--- src/rtl/rf_set_multi.sv ---
// rf_set_multi: dual-read / single-write register file with a sequential clear engine.
// Reads are registered with a one-cycle latency. AV marks data captured on the previous edge.
// A CLR request zeroes the array one entry per cycle while BUSY is high.
// Optional feature macro: RF_SET_MULTI_BYPASS_EN.
//   Defined:   a same-edge write is forwarded to the read ports (write-first).
//   Undefined: the read ports return the pre-write contents (read-first).
module rf_set_multi #(
    parameter int WIDTH = 8,
    parameter int DEPTH = 8,
    localparam int AW = $clog2(DEPTH)
) (
    input  logic             clk,
    input  logic             reset,
    input  logic [AW-1:0]    RA,
    input  logic [AW-1:0]    RB,
    input  logic             RE,
    input  logic             WE,
    input  logic [AW-1:0]    WR,
    input  logic [WIDTH-1:0] WRD,
    input  logic             CLR,
    output logic [WIDTH-1:0] A,
    output logic [WIDTH-1:0] B,
    output logic             AV,
    output logic             BUSY
);

    typedef enum logic {
        IDLE  = 1'b0,
        CLEAR = 1'b1
    } state_e;

    localparam logic [AW-1:0] LastPtr = AW'(DEPTH - 1);

    state_e           state_q, state_d;
    logic [AW-1:0]    ptr_q, ptr_d;
    logic [WIDTH-1:0] mem_q [DEPTH];
    logic [WIDTH-1:0] mem_d [DEPTH];
    logic [WIDTH-1:0] a_q, a_d;
    logic [WIDTH-1:0] b_q, b_d;
    logic             av_q, av_d;

    logic clrAccept;
    logic wrAccept;
    logic rdAccept;
    logic bypassA;
    logic bypassB;

    // A clear request takes priority over a write or read on the same idle edge.
    // Nothing but the clear itself is accepted while the engine is running.
    assign clrAccept = (state_q == IDLE) && CLR;
    assign wrAccept  = (state_q == IDLE) && !CLR && WE;
    assign rdAccept  = (state_q == IDLE) && !CLR && RE;

`ifdef RF_SET_MULTI_BYPASS_EN
    // Write-first: forward the incoming write data to any port reading the same entry.
    assign bypassA = wrAccept && rdAccept && (WR == RA);
    assign bypassB = wrAccept && rdAccept && (WR == RB);
`else
    // Read-first: ports always see the array contents from before this edge.
    assign bypassA = 1'b0;
    assign bypassB = 1'b0;
`endif

    // State register: FSM and clear pointer.
    always_ff @(posedge clk or negedge reset) begin
        if (!reset) begin
            state_q <= IDLE;
            ptr_q   <= '0;
        end else begin
            state_q <= state_d;
            ptr_q   <= ptr_d;
        end
    end

    // Next-state logic. The clear walks the pointer from 0 up to the last entry.
    // It then returns to IDLE, so the pointer never wraps.
    // A CLR seen during CLEAR is ignored.
    always_comb begin
        state_d = state_q;
        ptr_d   = ptr_q;
        case (state_q)
            IDLE: begin
                if (clrAccept) begin
                    state_d = CLEAR;
                    ptr_d   = '0;
                end
            end
            CLEAR: begin
                if (ptr_q == LastPtr) begin
                    state_d = IDLE;
                    ptr_d   = '0;
                end else begin
                    ptr_d = ptr_q + AW'(1);
                end
            end
            default: begin
                state_d = IDLE;
                ptr_d   = '0;
            end
        endcase
    end

    // FSM outputs: BUSY is high for the whole time the clear engine owns the array.
    always_comb begin
        BUSY = (state_q == CLEAR);
    end

    // Array next state: zero one entry per clear cycle, otherwise take an accepted write.
    always_comb begin
        mem_d = mem_q;
        if (state_q == CLEAR) begin
            mem_d[ptr_q] = '0;
        end else if (wrAccept) begin
            mem_d[WR] = WRD;
        end
    end

    // Read port next state: capture on an accepted read, otherwise hold data and drop AV.
    always_comb begin
        a_d  = a_q;
        b_d  = b_q;
        av_d = 1'b0;
        if (rdAccept) begin
            a_d  = bypassA ? WRD : mem_q[RA];
            b_d  = bypassB ? WRD : mem_q[RB];
            av_d = 1'b1;
        end
    end

    // Datapath registers. Reset zeroes the whole array, so a clear interrupted
    // by reset leaves nothing to resume.
    always_ff @(posedge clk or negedge reset) begin
        if (!reset) begin
            for (int i = 0; i < DEPTH; i++) begin
                mem_q[i] <= '0;
            end
            a_q  <= '0;
            b_q  <= '0;
            av_q <= 1'b0;
        end else begin
            mem_q <= mem_d;
            a_q   <= a_d;
            b_q   <= b_d;
            av_q  <= av_d;
        end
    end

    assign A  = a_q;
    assign B  = b_q;
    assign AV = av_q;

endmodule
--- config.mk ---
export PLATFORM = sky130hd
export DESIGN_NAME = rf_set_multi
export DESIGN_NICKNAME = d
export VERILOG_FILES = /design/src/rtl/rf_set_multi.sv
export SDC_FILE = /design/constraint.sdc
export NUM_CORES = 1
export LEC_CHECK = 0
export BUFFER_PORTS_ARGS = -buffer_cell sky130_fd_sc_hd__buf_2
export CORE_MARGIN = 2
export CORE_UTILIZATION = 30
export CTS_CLUSTER_DIAMETER = 80
export CTS_CLUSTER_SIZE = 16
export DETAILED_ROUTE_END_ITERATION = 10
export PLACE_DENSITY = 0.46
export SYNTH_ARGS = -nofsm -noshare
export SYNTH_HDL_FRONTEND = slang
export SYNTH_SLANG_ARGS = --single-unit
--- constraint.sdc ---
create_clock -name clk -period 1.7 [get_ports clk]
set_clock_uncertainty 0.2 [all_clocks]
set_input_delay 0.085 -clock clk [delete_from_list [all_inputs] [get_ports clk]]
set_output_delay 0.085 -clock clk [all_outputs]
set_load 0.02 [all_outputs]
==> flow_summary.json <==
{
  "p_clk_frac": 0.245,
  "viasPerCell": 5.035,
  "hp-class": "in -> reg",
  "syn_avg_cell_area_um2": 11.05,
  "dieArea_um2": 16400,
  "dp_hpwl_um": 9325,
  "path_max_fanout": 8,
  "drive_gt1_frac": 0.2755,
  "critPathKind": "reg -> reg",
  "synth_top_family_by_area": "multiplexers",
  "grt_pass1_vias": 3522,
  "cp_data_arrival_time_ns": 1.65,
  "switchingPower_uw": 2886,
  "synth_seq_cells": 85,
  "overflow": 0,
  "core-area_um2": 15150,
  "combPwrFrac": 0.357,
  "fill_cells": 1478,
  "clock-sinks": 85,
  "post-place-ws_ns": -0.08749,
  "root_buffer": "clkbuf_16",
  "syn_nets": 443,
  "worst_path_largest_cell_delay_ns": 0.48,
  "maxCapViolCount": 0,
  "die_height_um": 128.1,
  "p_per_area_nw_per_um2": 1425,
  "power.ir.vdd_worst_uv": 649.3,
  "fp-row-count": 45,
  "clkTransAtPathRegs_ns": 0.06,
  "grtUsageTotal": 0.1751,
  "synthesis.area_um2": 4617,
  "finalInstanceArea_um2": 5715,
  "drtIter0Drc": 166,
  "power_uw": 8147,
  "synth_fa_ha_area_frac": 0.008130,
  "wl_per_cell_um": 19.82,
  "antenna_found_initial": 0,
  "finalHoldViolations": 0,
  "cts.path.max_buffers": 2,
  "slew-limit-headroom": 0.3927,
  "grt_max_degree": 47,
  "ys_seq_area_frac": 0.4607,
  "cts_tree": "yes",
  "drc": 0,
  "grt_first_pass_wirelength_um": 21130,
  "synth-simple-area-share": 0.1233,
  "p_int_uw": 5261,
  "vias": 3414,
  "synth_cell_types": 31,
  "dieWidth_um": 128.1,
  "yosysWarnings": 0,
  "final_nets": 510,
  "drv_slew": 0,
  "syn_to_final_growth_pct": 23.79,
  "fin_setup_tns_ns": 0,
  "min_period_over_period": 0.9636,
  "muxShareOfSynthArea": 0.2862,
  "port-buffer-count": 39,
  "outcome": "finished clean",
  "seq_power_share": 0.397,
  "setup_viol": 0,
  "antenna_left": 0,
  "diodes": 0,
  "worst_pin_slew_ns": 0.9091,
  "wl_met2_um": 6432,
  "rsz0062_at_grt": "true",
  "setup_ws_ns": 0.06182,
  "startpoint_type": "register",
  "cp.required_ns": 1.71,
  "final_util": 0.3774,
  "p_leak_uw": 0.003123,
  "synth_compound_area_frac": 0.08401,
  "dr.max_layer_used": "met4",
  "crit_top_cell": "buf_6",
  "period_minus_slack_ns": 1.638,
  "io_pins": 40,
  "clock.fmax_mhz": 610.4,
  "crit_chain": "buf_6 -> or4b_1 -> buf_6 -> nand2_1 -> mux2i_1",
  "drt-pass1-iter-count": 4,
  "yosys.area_share.xor_xnor": 0,
  "finalWirelength_um": 13440,
  "end_kind": "register",
  "cts_made_buffers": 9,
  "slowest_stage": "or4b_1",
  "htree_levels": 3,
  "synthCells": 418,
  "place.gp.congestion": 0.7702,
  "post_dp_cell_area_um2": 5248,
  "wl_met3_um": 399,
  "clock_latency_ns": 0.34,
  "p_sw_frac": 0.3542,
  "start_util": 0.3048,
  "drt-met1-wl_um": 6441
}
layout by cell type (no fill, tap or decap), types with 3 or more instances in the layout:
cell type and n:
mux2i_1 96, dfrtp_1 85, nand2_1 84, buf_2 38
mux2_2 32, buf_4 24, a22o_1 18, o22ai_1 16
o31ai_1 14, dlygate4sd3_1 10, inv_1 9, clkbuf_16 9
buf_12 9, nand4b_1 3, nor2b_1 3, nor2_1 3
ha_1 3
synth_stat cells, drive strengths merged:
master   instances  area [µm²]
mux2i           96       960.9
buf             17       102.6
nor3             1       10.01
and2             1       6.260
nand4bb          3       33.78
or4b             1       10.01
a21oi            1       5.000
nand2           88       340.3
nor2             4       15.01
nor2b            3       18.77
o22ai           16       100.1
nand4b           3       26.28
inv              9       33.78
nand2b           2       12.51
nand4            3       31.28
nand3            2       20.02
ha               3       37.54
nor4b            1       15.01
mux2            32       360.4
o21ai            1       5.000
o31ai           16       120.1
clkbuf          10       37.54
or3b             1       8.760
a22o            18       157.7
dfrtp           85        2127
nor4             1       21.27
cells by family after synthesis:
kind of cell	after synthesis
muxes	128
and+or+nand+nor	114
DFF	85
AOI/OAI and AO/OA	52
buffers and inverters	36
adders and majority gates	3
worst max-delay path: cells and delay by family (launching register included):
kind	cells	cell delay, ns
multiplexers	1	0.07
AND/OR/NAND/NOR	2	0.55
buffers and inverters	2	0.31
flip-flops	1	0.39
final timing paths:
kind | end | depth (start not counted) | slack [ns] | from
max in group asynchronous | ptr_q[2]$_DFFE_PN0P_ | 4 | 0.17 | reset
min in group asynchronous | mem_q[52]$_DFFE_PN0P_ | 3 | 0.52 | reset
min reg2reg | B[6]$_DFFE_PN0P_ | 2 | 0.28 | B[6]$_DFFE_PN0P_
max | mem_q[58]$_DFFE_PN0P_ | 5 | 0.06 | BUSY$_DFF_PN0_
min | mem_q[4]$_DFFE_PN0P_ | 4 | 0.06 | WR[2]
max reg2reg | mem_q[58]$_DFFE_PN0P_ | 5 | 0.06 | BUSY$_DFF_PN0_
sequential cells by signal, indices dropped and copies added (netlist names):
name   flops
mem_q     64
A          8
B          8
ptr_q      3
AV         1
BUSY       1
power by group through the flow:
stage	clock (µW)	sequential (µW)	combinational, µW
finish	2000	3240	2910
global route	2140	3350	3200
CTS	2060	3240	2840
detailed placement	0	3280	2790
global placement	0	3250	2720
floorplan	0	3330	1670
timing repair:
| action | CTS | global route |
|---|---|---|
| endpoints found under the setup margin | 8 | 43 |
| resized for setup | 1 | 7 |
| cloned | 0 | 0 |
| endpoints found under the hold margin | 144 | 0 |
| hold buffers | 10 | 0 |
| setup buffers | 1 | 3 |
metal layers:
layer  global-route usage  vias up
met3              0.03923       11
met4              0.04396        0
met1               0.2384     1706
met5                    0        -
met2               0.2837       55
li1                     -     1642
metrics by stage:
stage | std cells | hold WS, ns
after floorplan | 418 | -0.4106
after global placement | 648 | -0.1874
after detailed placement | 648 | -0.1867
after CTS | 675 | 0.05195
after global routing | 678 | 0.06182
final | 678 | 0.06235
area by class of cell:
class                           count  area (µm²)  area share
Clock buffer                       11       242.7     0.04247
Clock inverter                      5       60.06     0.01051
Inverter                            9       33.78    0.005911
Multi-Input combinational cell    297        2344      0.4100
Sequential cell                    85        2127      0.3722
Tap cell                          188       235.2     0.04116
Timing Repair Buffer               83       673.1      0.1178
No activity file was read; power rests on OpenSTA's default activity.
